--- config.mk ---
export PLATFORM = sky130hd
export DESIGN_NAME = receiver_datapath
export DESIGN_NICKNAME = d
export VERILOG_FILES = /design/src/rtl/receiver_datapath.sv
export SDC_FILE = /design/constraint.sdc
export NUM_CORES = 1
export LEC_CHECK = 0
export CORE_MARGIN = 3
export CORE_UTILIZATION = 45
export DETAILED_ROUTE_END_ITERATION = 16
export PLACE_DENSITY = 0.63
export SETUP_SLACK_MARGIN = 0.1
export SLEW_MARGIN = 0
export SYNTH_ARGS = -nofsm -noshare
export SYNTH_HDL_FRONTEND = slang
export SYNTH_SLANG_ARGS = --single-unit
--- constraint.sdc ---
create_clock -name clk_2 -period 3.6 [get_ports clk_2]
set_input_delay 0.72 -clock clk_2 [delete_from_list [all_inputs] [get_ports clk_2]]
set_output_delay 0.72 -clock clk_2 [all_outputs]
set_load 0.01 [all_outputs]
--- src/rtl/receiver_datapath.sv ---
// Receiver datapath: start-bit timing, LSB-first frame deserialisation with parity check,
// and assembly of received characters into fixed-length strings for the display logic.
module receiver_datapath #(
    parameter int unsigned CLKS_PER_BIT = 16,
    parameter int unsigned DATA_BITS    = 8,
    parameter int unsigned STRING_LEN   = 4,
    parameter int unsigned PARITY_ODD   = 0
) (
    input  logic                            clk_2,
    input  logic                            reset,
    input  logic                            rxd,
    input  logic                            PossibleStart,
    input  logic                            WriteChar,
    input  logic                            WriteString,
    output logic                            check,
    output logic                            CharReady,
    output logic                            parity,
    output logic                            StringReady,
    output logic [DATA_BITS-1:0]            char_out,
    output logic [STRING_LEN*DATA_BITS-1:0] string_out,
    output logic                            string_err
);

    localparam int unsigned HALF       = CLKS_PER_BIT / 2;
    localparam int unsigned TMR_W      = $clog2(CLKS_PER_BIT);
    localparam int unsigned CNT_W      = $clog2(DATA_BITS + 2);
    localparam int unsigned PTR_W      = (STRING_LEN > 1) ? $clog2(STRING_LEN) : 1;
    localparam int unsigned FRAME_BITS = DATA_BITS + 1;
    localparam int unsigned STR_W      = STRING_LEN * DATA_BITS;

    localparam logic [TMR_W-1:0] HALF_LAST = TMR_W'(HALF - 1);
    localparam logic [TMR_W-1:0] HALF_PRE  = TMR_W'(HALF - 2);
    localparam logic [TMR_W-1:0] TMR_LAST  = TMR_W'(CLKS_PER_BIT - 1);
    localparam logic [CNT_W-1:0] CNT_LAST  = CNT_W'(DATA_BITS);
    localparam logic [PTR_W-1:0] PTR_LAST  = PTR_W'(STRING_LEN - 1);
    localparam logic             ODD       = (PARITY_ODD != 0);

    logic [TMR_W-1:0]      half_cnt_q;
    logic                  check_q;
    logic [TMR_W-1:0]      bit_tmr_q;
    logic [CNT_W-1:0]      bit_cnt_q;
    logic [FRAME_BITS-1:0] shift_q;
    logic [FRAME_BITS-1:0] shift_d;
    logic                  char_ready_q;
    logic [DATA_BITS-1:0]  char_q;
    logic                  parity_q;
    logic [PTR_W-1:0]      wr_ptr_q;
    logic                  err_acc_q;
    logic [STR_W-1:0]      char_buf_q;
    logic [STR_W-1:0]      char_buf_d;
    logic [STR_W-1:0]      string_q;
    logic                  string_err_q;
    logic                  last_slot;

    // Start qualification: count to mid start bit, pulse once, then hold until PossibleStart drops.
    always_ff @(posedge clk_2 or posedge reset) begin
        if (reset) begin
            half_cnt_q <= '0;
            check_q    <= 1'b0;
        end else if (!PossibleStart) begin
            half_cnt_q <= '0;
            check_q    <= 1'b0;
        end else begin
            check_q <= 1'b0;
            if (half_cnt_q != HALF_LAST) begin
                half_cnt_q <= half_cnt_q + TMR_W'(1);
                check_q    <= (half_cnt_q == HALF_PRE);
            end
        end
    end

    // New bits enter at the top so the first (LSB) bit ends up at index 0.
    always_comb begin
        shift_d = {rxd, shift_q[FRAME_BITS-1:1]};
    end

    always_ff @(posedge clk_2 or posedge reset) begin
        if (reset) begin
            bit_tmr_q    <= '0;
            bit_cnt_q    <= '0;
            shift_q      <= '0;
            char_ready_q <= 1'b0;
            char_q       <= '0;
            parity_q     <= 1'b0;
        end else if (!WriteChar) begin
            bit_tmr_q    <= '0;
            bit_cnt_q    <= '0;
            shift_q      <= '0;
            char_ready_q <= 1'b0;
        end else if (!char_ready_q) begin
            if (bit_tmr_q == TMR_LAST) begin
                bit_tmr_q <= '0;
                shift_q   <= shift_d;
                bit_cnt_q <= bit_cnt_q + CNT_W'(1);
                if (bit_cnt_q == CNT_LAST) begin
                    char_ready_q <= 1'b1;
                    char_q       <= shift_d[DATA_BITS-1:0];
                    parity_q     <= (^shift_d) ^ ODD;
                end
            end else begin
                bit_tmr_q <= bit_tmr_q + TMR_W'(1);
            end
        end
    end

    assign last_slot = (wr_ptr_q == PTR_LAST);

    always_comb begin
        char_buf_d = char_buf_q;
        char_buf_d[wr_ptr_q*DATA_BITS +: DATA_BITS] = char_q;
    end

    // Parity-failed characters are still stored; the error is reported per string.
    always_ff @(posedge clk_2 or posedge reset) begin
        if (reset) begin
            wr_ptr_q     <= '0;
            err_acc_q    <= 1'b0;
            char_buf_q   <= '0;
            string_q     <= '0;
            string_err_q <= 1'b0;
        end else if (WriteString) begin
            char_buf_q <= char_buf_d;
            if (last_slot) begin
                string_q     <= char_buf_d;
                string_err_q <= err_acc_q | parity_q;
                wr_ptr_q     <= '0;
                err_acc_q    <= 1'b0;
            end else begin
                wr_ptr_q  <= wr_ptr_q + PTR_W'(1);
                err_acc_q <= err_acc_q | parity_q;
            end
        end
    end

    assign check       = check_q;
    assign CharReady   = char_ready_q;
    assign parity      = parity_q;
    assign StringReady = WriteString & last_slot;
    assign char_out    = char_q;
    assign string_out  = string_q;
    assign string_err  = string_err_q;

endmodule

==> flow_summary_export.csv <==
group,metric,value,unit
setup_path,critPathArrivalTime,2.07,ns
setup_path,cp_slowest_cell,"clkdlybuf4s50_1",
clocking,h-tree-depth,3,
cells_and_area,final_cell_mix,"dfrtp_1 (91), nand2_1 (55), clkdlybuf4s50_1 (50)",
synthesis,synthTopCellsByArea,"dfrtp_1 (56%), a22o_1 (6.9%), nand2_1 (5.1%)",
cells_and_area,finish.net_count,433,
timing,grt_setup_unrepaired,"false",
synthesis,ys_warn_count,0,
synthesis,async_reset_ff_frac,1.000,
drt,via_per_inst,5.260,
floorplanning,num_rows,33,
timing,worst_slew_pin_slew,0.6360,ns
drt,wl_met2,3.797,mm
synthesis,synthDistinctLibCells,40,
synthesis,syn_nets,390,
placed_design,place_area,4631,um2
placed_design,port_buffers,50,
setup_path,critPathMaxFanout,11,
clocking,cts_buffers,9,
clocking,cts_tree,"built",
synthesis,syn_area,4048,um2
global_routing,grt_max_degree,60,
cells_and_area,layout-drive-gt1-share,0.07838,
timing,fmax,358.4,MHz
synthesis,synthCells,374,
cells_and_area,diodes,0,
setup_path,critPathTopFamily,"buffers and inverters",
drt,drcViolationCount,0,
setup_path,path_common_cell,"clkdlybuf4s50_1",
placed_design,dp_hpwl,5.465,mm
synthesis,syn_area_per_cell,10.82,um2
setup_path,crit_required,2.88,ns
timing,timing.setup.tns,0,ns
run,max_cap_viol_count,0,
global_routing,grt_pass1_vias,2733,
timing,slew_viol_final,0,
floorplanning,die_area,10170,um2
drt,num_vias,2767,
setup_path,crit_type,"input port to output port",
clocking,postCtsSetupRepairBufs,0,
timing,holdWs,0.4716,ns
drt,finalWirelength,8.461,mm
clocking,hold_buffers,0,
drt,firstDrtPassIters,4,
floorplanning,fp.dieW,100.8,um
placed_design,place_ws,0.8216,ns
synthesis,synth_top_area_cell,"dfrtp_1",
clocking,root_buffer,"clkbuf_8",
drt,wire_per_inst,16.09,um
floorplanning,die_y,100.8,um
timing,slew_headroom,0.5742,
global_routing,grt_overflow_total,0,
run_status,status,"completed",
power_and_ir_drop,ir_worst_vdd,252.9,uV
min_path,holdCritPathClass,"flip-flop to flip-flop",
placed_design,gp_congestion,0.8285,
clocking,clk_path_buf_depth,2,
setup_path,cp-start-kind,"input port",
drt,detail_route.iter0.violations,89,
power_and_ir_drop,leakagePower,2.140,nW
drt,wl_met3,289,um
clocking,worstSkewPairLatency,0.35,ns
clocking,cts-resized-gates,0,
power_and_ir_drop,powerDensity,456.9,nW/um2
synthesis,synth_top_area_share,0.5626,
global_routing,antenna_found_initial,0,
timing,finalSetupViolCount,0,
power_and_ir_drop,power.total,2.221,mW
timing,finClkSkew,0.01048,ns
clocking,clock_sinks,91,
synthesis,synth_flop_cell,"dfrtp_1",
setup_path,crit_buf_inv,4,
drt,top_layer_used,"met4",
global_routing,track_usage,0.1788,
cells_and_area,finalInstanceArea,4861,um2
drt,wirelength_met1,4.259,mm
timing,setup_ws,0.8102,ns
clocking,clk_pin_slew,0.08,ns
global_routing,grt_first_pass_wirelength,14.33,mm
floorplanning,start_util,0.4782,
floorplanning,pin_count,51,
setup_path,crit_chain,"clkdlybuf4s50_1 -> buf_4 -> nand2_1 -> inv_1 -> clkdlybuf4s50_1",
timing,post-route-min-period,2.790,ns
setup_path,crit_path_end_kind,"output port",
drt,antenna_left,0,
cells_and_area,mostFrequentLayoutCell,"dfrtp_1",
synthesis,synth_edf_count,0,
cells_and_area,syn_to_final_growth,20.09,%
setup_path,reg2reg_setup_slack,1.38,ns
timing,fin_crit_sh,0.7749,
synthesis,synth.ff_latch_count,91,
timing,hold_violations,0,
setup_path,slowest_delay,0.54,ns
floorplanning,core,8464,um2
synthesis,ys_seq_area_frac,0.5626,
cells_and_area,n_fill_cell,717,
worst reg2reg max path, delay by kind of cell, from the launching register on:
family	cells	cell delay, ns
buf+inv	1	0.15
fa+ha+maj	1	0.41
compound gates	2	0.35
flops	1	0.51
simple gates	2	0.73
cell usage after synthesis, types with 3 or more instances:
master / n
o21ai_0: 28
mux2_2: 9
nor2b_1: 27
nand3b_1: 3
a22o_1: 32
ha_1: 10
nand2_1: 55
a21oi_1: 28
a21boi_0: 10
inv_1: 7
and2_1: 5
xnor2_1: 10
dfrtp_1: 91
nor2_1: 10
nand3_1: 3
clkbuf_1: 17
final timing paths:
check,from,end,cells after the start
hold reg to reg,string_err,string_err,2
min in group asynchronous,reset,string_out[14],2
setup reg to reg,wr_ptr_q[0],string_out[18],6
max in group asynchronous,reset,char_buf_q[23],3
setup / recovery,WriteString,StringReady,5
hold / removal,string_err,string_err,2
power by group:
| group | internal [mW] | switching, mW | total (mW) |
|---|---|---|---|
| sequential | 1.05 | 0.0283 | 1.08 |
| combinational | 0.101 | 0.239 | 0.340 |
| clock | 0.457 | 0.347 | 0.804 |
| total | 1.61 | 0.614 | 2.22 |
flip-flops by register name, summed over array words and instances (netlist names):
signal      flops
string_err      1
check           1
char_buf_q     24
half_cnt_q      4
err_acc_q       1
string_out     32
shift_q         8
CharReady       1
wr_ptr_q        2
char_out        8
parity          1
bit_cnt_q       4
bit_tmr_q       4
routing by layer:
metal  vias up  GRT usage
met4         0    0.05285
li1       1375          -
met5         -          0
met1      1329     0.2671
met2        53     0.2678
met3        10    0.02907
layout make-up:
| class | instances | area [um2] | area share |
|---|---|---|---|
| Multi-Input combinational cell | 254 | 1652 | 0.3398 |
| Timing Repair Buffer | 54 | 543.0 | 0.1117 |
| Sequential cell | 91 | 2277 | 0.4685 |
| Clock inverter | 5 | 102.6 | 0.02111 |
| Tap cell | 105 | 131.4 | 0.02703 |
| Clock buffer | 10 | 127.6 | 0.02625 |
| Inverter | 7 | 27.53 | 0.005663 |
cell families after synthesis:
kind of cell | share of synthesized area
and+or+nand+nor | 0.1561
AOI/OAI and AO/OA | 0.1641
DFF | 0.5626
buffers and inverters | 0.02937
xor gates and xnor gates | 0.02937
muxes | 0.02751
adders and majority gates | 0.03091
metrics by stage:
step | util | std cells
floorplan | - | 374
global placement | 0.5471 | 511
detailed placement | 0.5471 | 511
CTS | 0.5743 | 526
global route | 0.5743 | 526
finish | 0.5743 | 526
No activity file was read; power rests on OpenSTA's default activity.
